==> src/rtl/rv32_ctrl_pkg.sv <==
// Shared types and constants for the RV32 multi-cycle sequencer.
package rv32_ctrl_pkg;

    typedef enum logic [2:0] {
        StIdle,
        StFetch,
        StDecode,
        StExec,
        StWb,
        StHalt
    } seq_state_t;

    localparam logic [31:0] INST_EBREAK = 32'h0010_0073;
    localparam int unsigned PC_STEP     = 4;
    localparam int unsigned REG_AW      = 5;

endpackage

==> src/rtl/rv32_seq_perf.sv <==
// Retired-instruction and fetch-stall counters for the RV32 sequencer.
// Both counters wrap at 2^32 and clear synchronously on clear_i.
module rv32_seq_perf (
    input  logic        clk,
    input  logic        rst_n,
    input  logic        clear_i,
    input  logic        retire_i,
    input  logic        stall_i,
    output logic [31:0] retired_o,
    output logic [31:0] stall_cycles_o
);

    logic [31:0] retired_q, retired_d;
    logic [31:0] stall_q, stall_d;

    // Next-state: clear wins over counting.
    always_comb begin
        retired_d = retired_q;
        stall_d   = stall_q;
        if (clear_i) begin
            retired_d = '0;
            stall_d   = '0;
        end else begin
            if (retire_i) retired_d = retired_q + 32'd1;
            if (stall_i)  stall_d   = stall_q + 32'd1;
        end
    end

    // Counter registers.
    always_ff @(posedge clk or negedge rst_n) begin
        if (!rst_n) begin
            retired_q <= '0;
            stall_q   <= '0;
        end else begin
            retired_q <= retired_d;
            stall_q   <= stall_d;
        end
    end

    assign retired_o      = retired_q;
    assign stall_cycles_o = stall_q;

endmodule

==> src/rtl/rv32_seq_ctrl.sv <==
// Multi-cycle RV32 sequencer: FETCH -> DECODE -> EXEC -> WB, halting on EBREAK.
// Optional performance counters are enabled by defining RV32_SEQ_PERF_CNT_EN.
module rv32_seq_ctrl
    import rv32_ctrl_pkg::*;
#(
    parameter int unsigned       XLEN     = 32,
    parameter logic [XLEN-1:0]   RESET_PC = '0
) (
    input  logic              clk,
    input  logic              rst_n,
    input  logic              start_i,
    output logic              imem_req_o,
    output logic [XLEN-1:0]   imem_addr_o,
    input  logic [31:0]       imem_rdata_i,
    input  logic              imem_valid_i,
    output logic [31:0]       inst_o,
    input  logic [REG_AW-1:0] dec_rd_i,
    input  logic              dec_w_en_i,
    input  logic [XLEN-1:0]   alu_result_i,
    output logic              rf_we_o,
    output logic [REG_AW-1:0] rf_waddr_o,
    output logic [XLEN-1:0]   rf_wdata_o,
    output logic [XLEN-1:0]   pc_o,
    output logic              busy_o,
    output logic              halted_o
`ifdef RV32_SEQ_PERF_CNT_EN
    ,
    output logic [31:0]       retired_o,
    output logic [31:0]       stall_cycles_o
`endif
);

    seq_state_t        state_q, state_d;
    logic [XLEN-1:0]   pc_q, pc_d;
    logic [31:0]       inst_q, inst_d;
    logic [XLEN-1:0]   res_q, res_d;
    logic [REG_AW-1:0] waddr_q, waddr_d;
    logic              we_q, we_d;
    logic              restart;

    // Next-state and datapath register updates for the instruction sequence.
    always_comb begin
        state_d = state_q;
        pc_d    = pc_q;
        inst_d  = inst_q;
        res_d   = res_q;
        waddr_d = waddr_q;
        we_d    = we_q;
        restart = 1'b0;
        unique case (state_q)
            StIdle: begin
                if (start_i) state_d = StFetch;
            end
            StFetch: begin
                if (imem_valid_i) begin
                    inst_d  = imem_rdata_i;
                    state_d = StDecode;
                end
            end
            StDecode: begin
                state_d = (inst_q == INST_EBREAK) ? StHalt : StExec;
            end
            StExec: begin
                res_d   = alu_result_i;
                waddr_d = dec_rd_i;
                // x0 is hardwired to zero, so its writes never leave the sequencer.
                we_d    = dec_w_en_i && (dec_rd_i != '0);
                state_d = StWb;
            end
            StWb: begin
                pc_d    = pc_q + XLEN'(PC_STEP);
                state_d = StFetch;
            end
            StHalt: begin
                if (start_i) begin
                    pc_d    = RESET_PC;
                    restart = 1'b1;
                    state_d = StFetch;
                end
            end
            default: state_d = StIdle;
        endcase
    end

    // State and datapath registers; reset discards any pending write.
    always_ff @(posedge clk or negedge rst_n) begin
        if (!rst_n) begin
            state_q <= StIdle;
            pc_q    <= RESET_PC;
            inst_q  <= '0;
            res_q   <= '0;
            waddr_q <= '0;
            we_q    <= 1'b0;
        end else begin
            state_q <= state_d;
            pc_q    <= pc_d;
            inst_q  <= inst_d;
            res_q   <= res_d;
            waddr_q <= waddr_d;
            we_q    <= we_d;
        end
    end

    // Outputs come from registers or the state alone.
    assign imem_req_o  = (state_q == StFetch);
    assign imem_addr_o = pc_q;
    assign inst_o      = inst_q;
    assign rf_we_o     = (state_q == StWb) && we_q;
    assign rf_waddr_o  = waddr_q;
    assign rf_wdata_o  = res_q;
    assign pc_o        = pc_q;
    assign busy_o      = (state_q != StIdle) && (state_q != StHalt);
    assign halted_o    = (state_q == StHalt);

`ifdef RV32_SEQ_PERF_CNT_EN
    rv32_seq_perf u_perf (
        .clk            (clk),
        .rst_n          (rst_n),
        .clear_i        (restart),
        .retire_i       (state_q == StWb),
        .stall_i        ((state_q == StFetch) && !imem_valid_i),
        .retired_o      (retired_o),
        .stall_cycles_o (stall_cycles_o)
    );
`endif

endmodule
==> config.mk <==
export PLATFORM = sky130hd
export DESIGN_NAME = rv32_seq_ctrl
export DESIGN_NICKNAME = d
export VERILOG_FILES = /design/src/rtl/rv32_ctrl_pkg.sv /design/src/rtl/rv32_seq_perf.sv /design/src/rtl/rv32_seq_ctrl.sv
export SDC_FILE = /design/constraint.sdc
export NUM_CORES = 1
export LEC_CHECK = 0
export BUFFER_PORTS_ARGS = -buffer_cell sky130_fd_sc_hd__buf_4
export CORE_MARGIN = 3
export CORE_UTILIZATION = 48
export DETAILED_ROUTE_END_ITERATION = 8
export PLACE_DENSITY = 0.81
export SKIP_LAST_GASP = 1
export SYNTH_ARGS = -nofsm -noshare
export SYNTH_HDL_FRONTEND = slang
export SYNTH_SLANG_ARGS = --single-unit
export TNS_END_PERCENT = 10
==> constraint.sdc <==
create_clock -name clk -period 2.35 [get_ports clk]
set_input_delay 0.1175 -clock clk [delete_from_list [all_inputs] [get_ports clk]]
set_output_delay 0.1175 -clock clk [all_outputs]
set_load 0.005 [all_outputs]
## Word-level counts from Yosys, hierarchy flattened

Index checks and enable logic that the tools add are counted.

- Word-level logic and storage cells: 34
- Memories: 0
- Latch bits: 0
- Memory bits (writable): 0
- Bits of input ports: 74
- Bits in read-only memories: 0
- Output and inout bits: 137
- Register bits: 105

- Shift-type cells: 0
- Add/subtract/negate cells: 1
- Magnitude comparators: 0
- Equality and inequality tests: 10
- Bitwise operators: 0
- Multiplexer cells: 6
- Multipliers: 0
- Reductions and logical operators: 11
- Divide/modulo/power cells: 0

Operators with widths:

| cell | count |
|---|---|
| $pmux W32 S2 | 1 |
| $add A32 B3 Y32 const B | 1 |
| $eq A32 B21 Y1 const B | 1 |
| $mux W32 | 1 |
| $pmux W3 S5 | 1 |
| $mux W3 | 3 |
| $eq A3 B2 Y1 const B | 2 |
| $eq A3 B3 Y1 const B | 2 |
| $reduce_and A2 Y1 | 3 |
| $reduce_bool A5 Y1 | 1 |
| $ne A2 B1 Y1 const B | 2 |
| $eq A3 B1 Y1 const B | 1 |
| $logic_and A1 B1 Y1 | 3 |
| $logic_not A3 Y1 | 1 |
| $ne A3 B3 Y1 const B | 1 |
| $reduce_bool A3 Y1 | 1 |
| $ne A2 B2 Y1 const B | 1 |
| $reduce_bool A2 Y1 | 1 |
| $reduce_or A2 Y1 | 1 |

## Depth between registers and ports, before layout

- Depth after elaboration: 4
- Gate-level depth with buffers: 8
- Depth with buffers taken out: 5

## Least setup slack after synthesis

OpenSTA, ideal clock, no wires.

- Path type: register -> register
- From: register pc_q[13] (netlist: imem_addr_o[13])
- To: register pc_q[25] (netlist: imem_addr_o[25])
- Stages on the path, launching flop included: 6
- Arrival: 1.886 ns
- Library setup time: 0.078 ns
- Clock period less this slack: 1.965 ns
- Buffers on the path: 1
- Path slack: 0.385 ns
- Required time: 2.272 ns
- Cells stage by stage: dfrtp_1 > nand4_2 > or4_4 > buf_6 > or4_1 > a21oi_1

- Longest elaborated chain between the ends: 2

Ends and longest elaborated chain:

| what | RTL line | text |
|---|---|---|
| start, declared | rv32_seq_ctrl.sv:34 | `logic [XLEN-1:0] pc_q, pc_d;` |
| start signal, assigned | rv32_seq_ctrl.sv:96 | `pc_q <= pc_d;` |
| $add A32 B3 Y32 | rv32_seq_ctrl.sv:71 | `pc_d = pc_q + XLEN'(PC_STEP);` |
| $pmux W32 S2 | rv32_seq_ctrl.sv:50 | `unique case (state_q)` |

No other way between the ends.
A chain may end at the register's enable or synchronous reset.

## Worst setup path after layout

- From: register pc_q[14] (netlist: imem_addr_o[14])
- To: register pc_q[28] (netlist: imem_addr_o[28])

Same word-level chain as after synthesis.

==> flow_summary.ini <==
[die]
coreArea_um2 = 9500
die-area_um2 = 11300
fp.dieW_um = 106
die_y_um = 106
pin_count = 211
initial_core_util = 0.507
rows = 35

[synthesis]
synth_mux_area_frac = 0.168
synth.avg_cell_area_um2 = 11.9
synth-main-ff-cell = dfrtp_1
ys_top_cells_by_area = dfrtp_1 (54%), mux2_2 (16%), buf_4 (5.3%)
synth_compound_area_frac = 0.0647
yosysSeqAreaShare = 0.535
synthCells = 406
synth_top_family_by_area = multiplexers
ys_warn_count = 0
syn-cell-area_um2 = 4820
ys_types = 46
yosys.area.top_type = dfrtp_1
synth_seq_cells = 103
yosys.area_share.xor_xnor = 0.00727
yosys.area_share.simple = 0.141
synth_edf_count = 0
async_flop_share = 1.00
synth_top_area_frac = 0.535
synth_fa_ha_area_frac = 0.00260

[detailed_routing]
drc_errors = 0
drt-total-wl_mm = 13.7
antenna_left = 0
wire_per_inst_um = 17.5
viasPerCell = 5.33
vias = 4171
first_pass_iters = 4
drt_iter0_drc = 169

[finish]
fin_area_um2 = 7180
nNetsFinal = 724
area_growth_pct = 49.2
drive_gt1_frac = 0.476
diodes = 0

[worst_setup_path]
crit_family = simple AND/OR/NAND/NOR gates
cp_max_fo = 22
crit_path_end_kind = flop
crit_chain = nand4_2 -> or4_4 -> or4_1 -> a21oi_1
r2r_slack_ps = 200
crit_type = flop to flop
slowest_delay_ps = 710
cp.arrival_ps = 2420
cp-start-kind = flop
critical_path_required_ps = 2620
cp_slowest_cell = or4_4
path_buf_inv = 0

[clock_tree]
clockBufferDepth = 2
clock_latency_ps = 360
cts_tree = done
h-tree-depth = 3
numCtsBuffers = 9
cts.sinks = 103
postCtsSetupRepairBufs = 0
postCtsHoldBufs = 69
root_buffer = clkbuf_8
path_clk_slew_ps = 110
cts_resized = 0

[timing]
setup_violations = 0
relSlewSlack = 0.584
max_freq_mhz = 465
final.setup.worst_slack_ps = 201
tightest_slew_ps = 620
post-route-period-util = 0.915
slew_viol_final = 0
rsz0062_at_grt = no
hold_viol = 0
timing.setup.tns_ps = 0
skew_ps = 15.7
fin_crit_ps = 2150

[placement]
place_area_um2 = 6260
gp_congestion = 0.797
place.port_buffers = 206
post-place-ws_ps = 248
dpl.hpwl_mm = 9.10

[power]
powerDensity_nw_per_um2 = 1190
netSwitchingFraction = 0.340
total_power_mw = 8.53
clkPwrFrac = 0.148
p_int_mw = 5.63
pwr-share-comb = 0.442
peakVddDrop_uv = 681
leakage_nw = 3.27
seq_power_share = 0.410
switching_power_mw = 2.90

[flow_run]
maxCapViolCount = 0

[status]
outcome = complete, no violations

[grt]
antenna_found_initial = 0
grt.total_usage = 0.244
grt_pass1_vias = 4353
gr-total-overflow = 0
grt_max_degree = 41
grt_pass1_wl_mm = 22.0

[hold_path]
min_path_type = primary input to flop
layout make-up:
cell class	count	area, um^2
repair buffers	284	2320
multi-input cells	242	1870
inverters	9	33.8
well taps	129	161
fillers	568	2320
clock inverters	7	103
flip-flops and latches	103	2580
clock buffers	9	124
worst paths after layout:
path                                  from         endpoint  cells past startpoint
max                        imem_addr_o[14]  imem_addr_o[28]                      4
min                           imem_valid_i       state_q[0]                      2
max reg2reg                imem_addr_o[14]  imem_addr_o[28]                      4
min reg2reg                           we_q             we_q                      2
max in group asynchronous            rst_n   rf_wdata_o[10]                      3
min in group asynchronous            rst_n  imem_addr_o[20]                      2
cells by family after synthesis:
group / after synthesis
AO/OA/AOI/OAI: 50
XOR/XNOR: 4
adder cells (fa/ha/maj): 1
buffers and inverters: 64
flip-flops: 103
multiplexers: 72
other: 1
AND/OR/NAND/NOR: 111
worst reg2reg max path, stage by stage (launching register included):
cell     delay, ps
dfrtp_1        480
nand4_2        190
or4_4          710
or4_1          510
a21oi_1        170
power by group through the flow:
stage	combinational [mW]	clock (mW)	sequential [mW]
detailed placement	3.66	0	3.49
global placement	3.58	0	3.41
global route	4.07	1.36	3.64
floorplan	1.79	0	3.40
CTS	3.76	1.29	3.47
finish	3.77	1.26	3.49
layer usage:
layer | wire [um] | vias to the layer above | GRT usage | share of wire
met2 | 7020 | 194 | 0.433 | 0.51
met3 | 1120 | 22 | 0.0601 | 0.081
met5 | 0 | - | 0 | 0
li1 | - | 1935 | - | -
met4 | 279 | 0 | 0.0777 | 0.020
met1 | 5320 | 2020 | 0.290 | 0.39
synthesized netlist by cell type, types with 2 or more instances:
cell type / n
clkbuf_1: 13
nand2_1: 22
or2_2: 4
or4_1: 12
dfrtp_1: 103
or4b_2: 2
nor4b_1: 2
o21ai_0: 8
mux2_2: 70
or3_1: 6
and3_1: 3
nor3_1: 2
buf_2: 5
o41ai_1: 3
buf_4: 34
a21oi_1: 21
nand4_1: 8
inv_1: 9
xnor2_1: 4
mux2i_1: 2
nor4_1: 14
nor4bb_1: 2
o21bai_1: 2
o31ai_1: 12
and4_1: 3
nor2_1: 9
buf_6: 2
and2_1: 2
nand2b_1: 2
nand3_1: 9
per-stage QoR:
step	std cells	hold slack, ps	utilization
2_1_floorplan	409	-178	-
3_3_place_gp	697	135	0.658
3_5_place_dp	697	142	0.658
4_1_cts	782	0.208	0.755
5_1_grt	783	4.34	0.756
6_report	783	9.52	0.756
cells in the final DEF, fill, tap and decap left out, types with 6 or more instances in the layout:
| cell | Yosys | routed |
|---|---|---|
| buf_4 | 34 | 213 |
| dfrtp_1 | 103 | 103 |
| mux2_2 | 70 | 70 |
| dlygate4sd3_1 | 0 | 70 |
| nand2_1 | 22 | 22 |
| a21oi_1 | 21 | 21 |
| nor4_1 | 14 | 14 |
| o31ai_1 | 12 | 12 |
| or4_1 | 12 | 12 |
| nor2_1 | 9 | 9 |
| inv_1 | 9 | 9 |
| clkbuf_8 | 0 | 9 |
| nand4_1 | 8 | 8 |
| nand3_1 | 9 | 8 |
| o21ai_0 | 8 | 8 |
| or3_1 | 6 | 6 |
state kept, by name, summed over array words and instances, names as in the netlist:
| register | flops |
|---|---|
| inst_o | 32 |
| rf_wdata_o | 32 |
| imem_addr_o | 30 |
| rf_waddr_o | 5 |
| state_q | 3 |
| we_q | 1 |
Power figures use the tool's default switching activity.
